`config.mk`:
```
export PLATFORM = sky130hd
export DESIGN_NAME = alu_writeback
export DESIGN_NICKNAME = d
export VERILOG_FILES = /design/src/rtl/alu_writeback.sv
export SDC_FILE = /design/constraint.sdc
export NUM_CORES = 1
export LEC_CHECK = 0
export BUFFER_PORTS_ARGS = -buffer_cell sky130_fd_sc_hd__buf_4
export CORE_UTILIZATION = 59
export CTS_CLUSTER_DIAMETER = 100
export DETAILED_ROUTE_END_ITERATION = 10
export GPL_ROUTABILITY_DRIVEN = 1
export PLACE_DENSITY = 0.79
export SYNTH_ARGS = -nofsm -noshare
export SYNTH_HDL_FRONTEND = slang
export SYNTH_SLANG_ARGS = --single-unit
```
`constraint.sdc`:
```
create_clock -name clk -period 2.2 [get_ports clk]
set_input_delay 0.22 -clock clk [delete_from_list [all_inputs] [get_ports clk]]
set_output_delay 0.22 -clock clk [all_outputs]
set_load 0.005 [all_outputs]
```
`src/rtl/alu_writeback.sv`:
```
// alu_writeback: single-entry ALU result writeback stage with 8x16 regfile, flag register and condition evaluator
// Optional feature: define ALU_WB_BYPASS_EN to forward the pending entry to rd_data and condition evaluation.
// Ports:
//   clk, rst_n                   clock, asynchronous active-low reset
//   in_valid/in_ready            result handshake; in_bus = {C,Z,V,S,data[15:0]}
//   in_dest, in_flag_we          destination register, flag-update enable
//   wb_en                        commit enable for the pending entry
//   rd_addr/rd_data              combinational read port
//   cond_valid/cond_ready        condition request handshake, cond_code selects the test
//   cond_done/cond_taken         one-cycle completion pulse and held result
//   flags                        architectural {C,Z,V,S}
module alu_writeback (
    input  logic        clk,
    input  logic        rst_n,
    input  logic        in_valid,
    output logic        in_ready,
    input  logic [19:0] in_bus,
    input  logic [2:0]  in_dest,
    input  logic        in_flag_we,
    input  logic        wb_en,
    input  logic [2:0]  rd_addr,
    output logic [15:0] rd_data,
    input  logic        cond_valid,
    input  logic [3:0]  cond_code,
    output logic        cond_ready,
    output logic        cond_done,
    output logic        cond_taken,
    output logic [3:0]  flags
);
    logic        pend_valid;
    logic [15:0] pend_data;
    logic [2:0]  pend_dest;
    logic [3:0]  pend_flags;
    logic        pend_flag_we;
    logic [15:0] regs [8];
    logic [3:0]  flag_reg;
    logic [3:0]  cond_flags;
    logic        commit;
    logic        accept;
    logic        cond_fire;

    // f is {C,Z,V,S}
    function automatic logic eval(input logic [3:0] code, input logic [3:0] f);
        logic sv;
        sv = f[0] ^ f[1];
        case (code)
            4'd0:    eval = 1'b1;
            4'd1:    eval = f[2];
            4'd2:    eval = !f[2];
            4'd3:    eval = f[0];
            4'd4:    eval = !f[0];
            4'd5:    eval = f[1];
            4'd6:    eval = !f[1];
            4'd7:    eval = f[3];
            4'd8:    eval = !f[3];
            4'd9:    eval = sv;
            4'd10:   eval = !sv;
            4'd11:   eval = f[2] | sv;
            4'd12:   eval = !f[2] & !sv;
            default: eval = 1'b0;
        endcase
    endfunction

    assign flags     = flag_reg;
    assign in_ready  = !pend_valid | wb_en;
    assign commit    = pend_valid & wb_en;
    assign accept    = in_valid & in_ready;
    assign cond_fire = cond_valid & cond_ready;

`ifdef ALU_WB_BYPASS_EN
    assign cond_ready = 1'b1;
    assign cond_flags = (pend_valid & pend_flag_we) ? pend_flags : flag_reg;
    assign rd_data    = (pend_valid && pend_dest == rd_addr) ? pend_data : regs[rd_addr];
`else
    // Without forwarding, a condition must wait until pending flags are architectural.
    assign cond_ready = !(pend_valid & pend_flag_we);
    assign cond_flags = flag_reg;
    assign rd_data    = regs[rd_addr];
`endif

    always_ff @(posedge clk or negedge rst_n) begin
        if (!rst_n) begin
            pend_valid   <= 1'b0;
            pend_data    <= '0;
            pend_dest    <= '0;
            pend_flags   <= '0;
            pend_flag_we <= 1'b0;
            flag_reg     <= '0;
            cond_done    <= 1'b0;
            cond_taken   <= 1'b0;
            for (int i = 0; i < 8; i++) regs[i] <= '0;
        end else begin
            if (commit) begin
                regs[pend_dest] <= pend_data;
                if (pend_flag_we) flag_reg <= pend_flags;
            end
            if (accept) begin
                pend_valid   <= 1'b1;
                pend_data    <= in_bus[15:0];
                pend_flags   <= in_bus[19:16];
                pend_dest    <= in_dest;
                pend_flag_we <= in_flag_we;
            end else if (commit) begin
                pend_valid <= 1'b0;
            end
            cond_done <= cond_fire;
            if (cond_fire) cond_taken <= eval(cond_code, cond_flags);
        end
    end
endmodule

```
==> reports/metrics.cfg, run 1 <==
[die]
die-area_sq_mm=0.01240
start_util_pct=61.29
die_x_um=111.4
dieHeight_um=111.4
io_pins=60
core-area_sq_mm=0.01152
rows=39

[critical_path]
r2r_cells=4
crit_path_max_fanout=2
arrival_ps=1710
start_kind=flop
crit_type=reg -> out
end_kind=output pin
cp_data_required_time_ps=1980

[pwr]
power.share.sequential_pct=47.3
clkPwrFrac_pct=26.8
p_leak_nw=3.604
p_comb_share_pct=25.9
netSwitchingFraction_pct=25.29
p_per_area_mw_per_mm2=1262
p_switching_mw=2.657
worst_ir_drop_vdd_mv=0.6774
internal_power_mw=7.848

[clocking]
insertion_delay_ps=420
h-tree-depth=4
cts_tree=yes
root_buffer=clkbuf_16
cts_sinks=159
clk_pin_slew_ps=60
cts_buffers=17
cts_setup_buffers=0
ctsLongestPathBuffers=2

[run]
maxCapViolCount=0

[place]
io_buffers=59
place_ws_ps=376.3
dp_hpwl_mm=8.596
gp_congestion=0.7872

[sta]
finalMaxSlewViolations=0
skew_ps=5.621
relSlewSlack_pct=65.81
fmax_ghz=0.5182
setup_viol=0
hold_viol_final=0
tightest_slew_ps=512.8
grt_setup_unrepaired=no
setup_tns_ps=0
period_share_pct=87.72
min_period_ps=1930
setup_ws_ps=270.1

[routing]
wire_per_inst_um=20.52
vias=3926
drc=8
viasPerCell=5.948
finalWirelength_mm=13.54
first_pass_iters=7
drtIter0Drc=214
ant_nets=0

[run_status]
violations=DRC
outcome=finished with violations

[grt]
antenna_found_initial=0
grt_util_met2_pct=39.79
grt_pass1_vias=4375
gr-usage-all-layers_pct=24.79
met1_usage_pct=33.51
busiest_layer=met2
grt_max_degree=70
grt_pass1_wl_mm=23.06
grt_remaining_overflow=0
grt_util_met3_pct=6.097

[logic_synthesis]
synth_seq_cells=159
netlist_instances=430
synth_cell_types=26
yosysSeqAreaShare_pct=56.37
syn_nets=466
syn_area_sq_mm=0.007058
ys_top_cells_by_area=dfrtp_1, mux2_2, mux4_2, buf_2, nor2_2
synth.avg_cell_area_sq_um=16.41
yosysTopAreaCell=dfrtp_1
synth_top_area_share_pct=56.37
synth_warnings=0

[worst_hold_path]
whs_path_depth=2
hp-class=in -> reg

[finish]
final_nets=541
syn_to_final_growth_pct=17.90
antenna_cells=0
drive_above_1_share_pct=61.32

==> worst max-delay path, cell delays in order (launching register included) <==
cell and delay, ps:
dfrtp_1 390, mux4_2 480, mux2_2 280, buf_4 140
==> sequential cells by signal, indices dropped and copies added (netlist names) <==
name	flops
regs	128
pend_data	16
flags	4
pend_flags	4
pend_dest	3
cond_done	1
cond_taken	1
pend_flag_we	1
pend_valid	1
==> final timing paths <==
check	startpoint	end	slack (ps)
worst max-delay path	regs[83]$_DFFE_PN0P_	rd_data[3]	270
max in group asynchronous	rst_n	pend_data[7]$_DFFE_PN0P_	1250
worst min-delay path	in_bus[17]	pend_flags[1]$_DFFE_PN0P_	20
worst max register to register	pend_dest[2]$_DFFE_PN0P_	regs[122]$_DFFE_PN0P_	530
worst min register to register	pend_flags[1]$_DFFE_PN0P_	pend_flags[1]$_DFFE_PN0P_	500
min in group asynchronous	rst_n	regs[76]$_DFFE_PN0P_	270
==> layout by cell type (no fill, tap or decap), types with 4 or more instances in the layout <==
cell type,netlist,final
clkbuf_16,0,17
buf_12,0,4
nand2b_1,4,4
mux2_2,173,173
buf_4,0,72
clkbuf_8,0,6
dfrtp_1,159,159
clkinv_2,0,5
nand2_1,7,7
nor2_2,6,6
mux4_2,32,32
==> what timing repair did <==
item | 4_1_cts | 5_1_grt
resized for setup | 0 | 0
hold buffers | 2 | 0
endpoints found under the setup margin | 0 | 0
hold endpoints to repair | 38 | 0
==> through the flow <==
step | instances | cell area [sq um] | utilization (%) | hold WS [ps] | power (mW)
floorplan | 430 | 7058 | - | -75.59 | 6.753
global placement | 627 | 7731 | 67.13 | 150.5 | 7.533
detailed placement | 627 | 7731 | 67.13 | 153.8 | 7.736
CTS | 660 | 8322 | 72.26 | 6.686 | 10.60
global route | 660 | 8322 | 72.26 | 12.59 | 11.10
finish | 660 | 8322 | 72.26 | 24.31 | 10.51
==> layer usage <==
metal  vias to the layer above  wire length [um]
met5                         -                 0
met4                         0               223
met3                        19               441
met2                        76              6821
met1                      2083              6057
li1                       1748                 -
==> logic make-up after synthesis <==
| group | share of synthesized area [%] |
|---|---|
| buffers and inverters | 2.110 |
| multiplexers | 38.24 |
| flip-flops | 56.37 |
| AO/OA/AOI/OAI | 0.9218 |
| XOR/XNOR | 0.1241 |
| AND/OR/NAND/NOR | 2.234 |
==> synthesized netlist by cell type, drive strengths merged <==
library cell,n
o211ai,2
a2111o,1
or3,3
nand2b,4
xor2,1
o221ai,2
buf,16
mux2,173
nand4b,1
nor2b,2
nand3,2
or2b,1
inv,3
mux2i,3
a31oi,2
clkbuf,7
dfrtp,159
nand2,7
nand3b,1
mux4,32
o32ai,1
nor2,7
==> power by group through the flow <==
stage	Clock (mW)	Sequential (mW)	Combinational, mW
after floorplan	0	4.72	2.04
after global placement	0	4.91	2.63
after detailed placement	0	4.99	2.74
after CTS	2.87	4.96	2.76
after global routing	3.00	5.14	2.97
final	2.82	4.97	2.72
==> layout make-up <==
type	instances	area, sq um
Fill cell	743	3194
Multi-Input combinational cell	245	2930
Clock inverter	6	55.05
Clock buffer	25	515.5
Sequential cell	159	3979
Inverter	3	11.26
Timing Repair Buffer	79	651.9
Tap cell	143	178.9
Note: power is estimated with default switching activity, not from simulation.
==> inputs of run 2 (changes only) <==
- GPL_TIMING_DRIVEN: not set -> 0
==> reports/metrics.cfg, run 2 (synthesis gave the netlist of run 1 again) <==
[run_status]
outcome=finished with violations
violations=DRC

[finish]
reg_top3=regs (128), pend_data (16)
antenna_cells=0
final_cell_mix=mux2_2, dfrtp_1, buf_4, mux4_2, clkbuf_16
fin_cells=662
fin_area_sq_mm=0.008313
drive_above_1_share_pct=59.92
final_core_util_pct=72.19
final_common_cell=mux2_2
largest_reg_flops=128
syn_to_final_growth_pct=17.78
final_nets=543
largest_register=regs

[routing]
ant_nets=0
finalWirelength_mm=13.92
drtIter0Drc=143
drc=8
first_pass_iters=9
viasPerCell=5.905
vias=3909
wire_per_inst_um=21.03

[critical_path]
max_stage_delay_ps=730
crit_type=in -> out
crit_slowest_cell=clkbuf_1
cp_data_required_time_ps=1980
arrival_ps=1910
start_kind=input pin
end_kind=output pin
crit_path_max_fanout=10
cp_cell_sequence=buf_1 > clkbuf_1 > mux2_2 > buf_4

[die]
start_util_pct=61.29
rows=39
dieHeight_um=111.4
io_pins=60
die-area_sq_mm=0.01240
die_x_um=111.4
core-area_sq_mm=0.01152

[place]
gp_congestion=0.7952
dp.cells=629
dpl-instance-area_sq_mm=0.007681
dp_hpwl_mm=8.784
io_buffers=55
place_ws_ps=21.92

[grt]
busiest_layer=met2
grt_pass1_wl_mm=22.89
gr-usage-all-layers_pct=24.96
grt_pass1_vias=4281
met1_usage_pct=32.47
grt_util_met2_pct=42.04
grt_util_met3_pct=6.478
grt_max_degree=81
antenna_found_initial=0
grt_remaining_overflow=0

[clocking]
insertion_delay_ps=420
ctsLongestPathBuffers=2
clk_pin_slew_ps=60
cts_tree=yes
cts_sinks=159
cts_buffers=17
root_buffer=clkbuf_16
h-tree-depth=4

[sta]
hold_viol_final=0
tightest_slew_ps=895.0
setup_viol=0
min_period_ps=2131
relSlewSlack_pct=40.33
period_share_pct=96.87
fmax_ghz=0.4692
grt_setup_unrepaired=no
setup_ws_ps=68.77
setup_tns_ps=0
skew_ps=4.623
finalMaxSlewViolations=0

[pwr]
p_per_area_mw_per_mm2=1279
worst_ir_drop_vdd_mv=0.7559
p_leak_nw=3.593

[worst_hold_path]
hp-class=in -> reg

[run]
maxCapViolCount=0

run 2: path summary, 6_finish.rpt:
kind | slack [ps] | start | to | depth (start not counted)
worst max register to register | 150 | pend_dest[2]$_DFFE_PN0P_ | regs[89]$_DFFE_PN0P_ | 4
max in group asynchronous | 960 | rst_n | regs[54]$_DFFE_PN0P_ | 3
worst max-delay path | 70 | rd_addr[2] | rd_data[8] | 4
min in group asynchronous | 390 | rst_n | regs[124]$_DFFE_PN0P_ | 2
worst min-delay path | 30 | in_bus[18] | pend_flags[2]$_DFFE_PN0P_ | 2
worst min register to register | 500 | regs[20]$_DFFE_PN0P_ | regs[20]$_DFFE_PN0P_ | 1
run 2: where the power goes:
group / leakage (nW) / total [mW] / internal [mW] / switching [mW]
registers: 1.90 / 4.96 / 4.21 / 0.749
logic: 1.39 / 2.73 / 1.91 / 0.821
clock network: 0.302 / 2.95 / 1.87 / 1.07
total: 3.59 / 10.6 / 7.99 / 2.64
run 2: worst max-delay path, delay by kind of cell:
family                 cells  cell delay, ps
buffers and inverters      3            1270
multiplexers               1             420
run 2: final cells by class:
class	count	area (sq um)
flip-flops and latches	159	3979
plain buffers	23	145.1
clock buffers	26	529.3
multi-input cells	245	2930
well taps	143	178.9
clock inverters	5	75.07
fillers	774	3203
inverters	3	11.26
repair buffers	58	464.2
run 2: through the flow:
step                total power, mW  hold slack [ps]
CTS                           10.71            18.49
global route                  11.19            14.97
finish                        10.63            33.10
global placement              7.478            430.4
floorplan                     6.753           -75.59
detailed placement            7.719            307.8
run 2: routing by layer:
| layer | wire length, um | part of all wire [%] |
|---|---|---|
| met5 | 0 | 0 |
| met4 | 149 | 1.1 |
| met3 | 457 | 3.3 |
| met2 | 7230 | 52 |
| met1 | 6084 | 44 |
run 2: timing repair:
action                     CTS  global route
setup endpoints to repair    0            16
hold endpoints to repair    80             0
setup buffers                0             0
resized for setup            0             3
hold buffers                 2             0
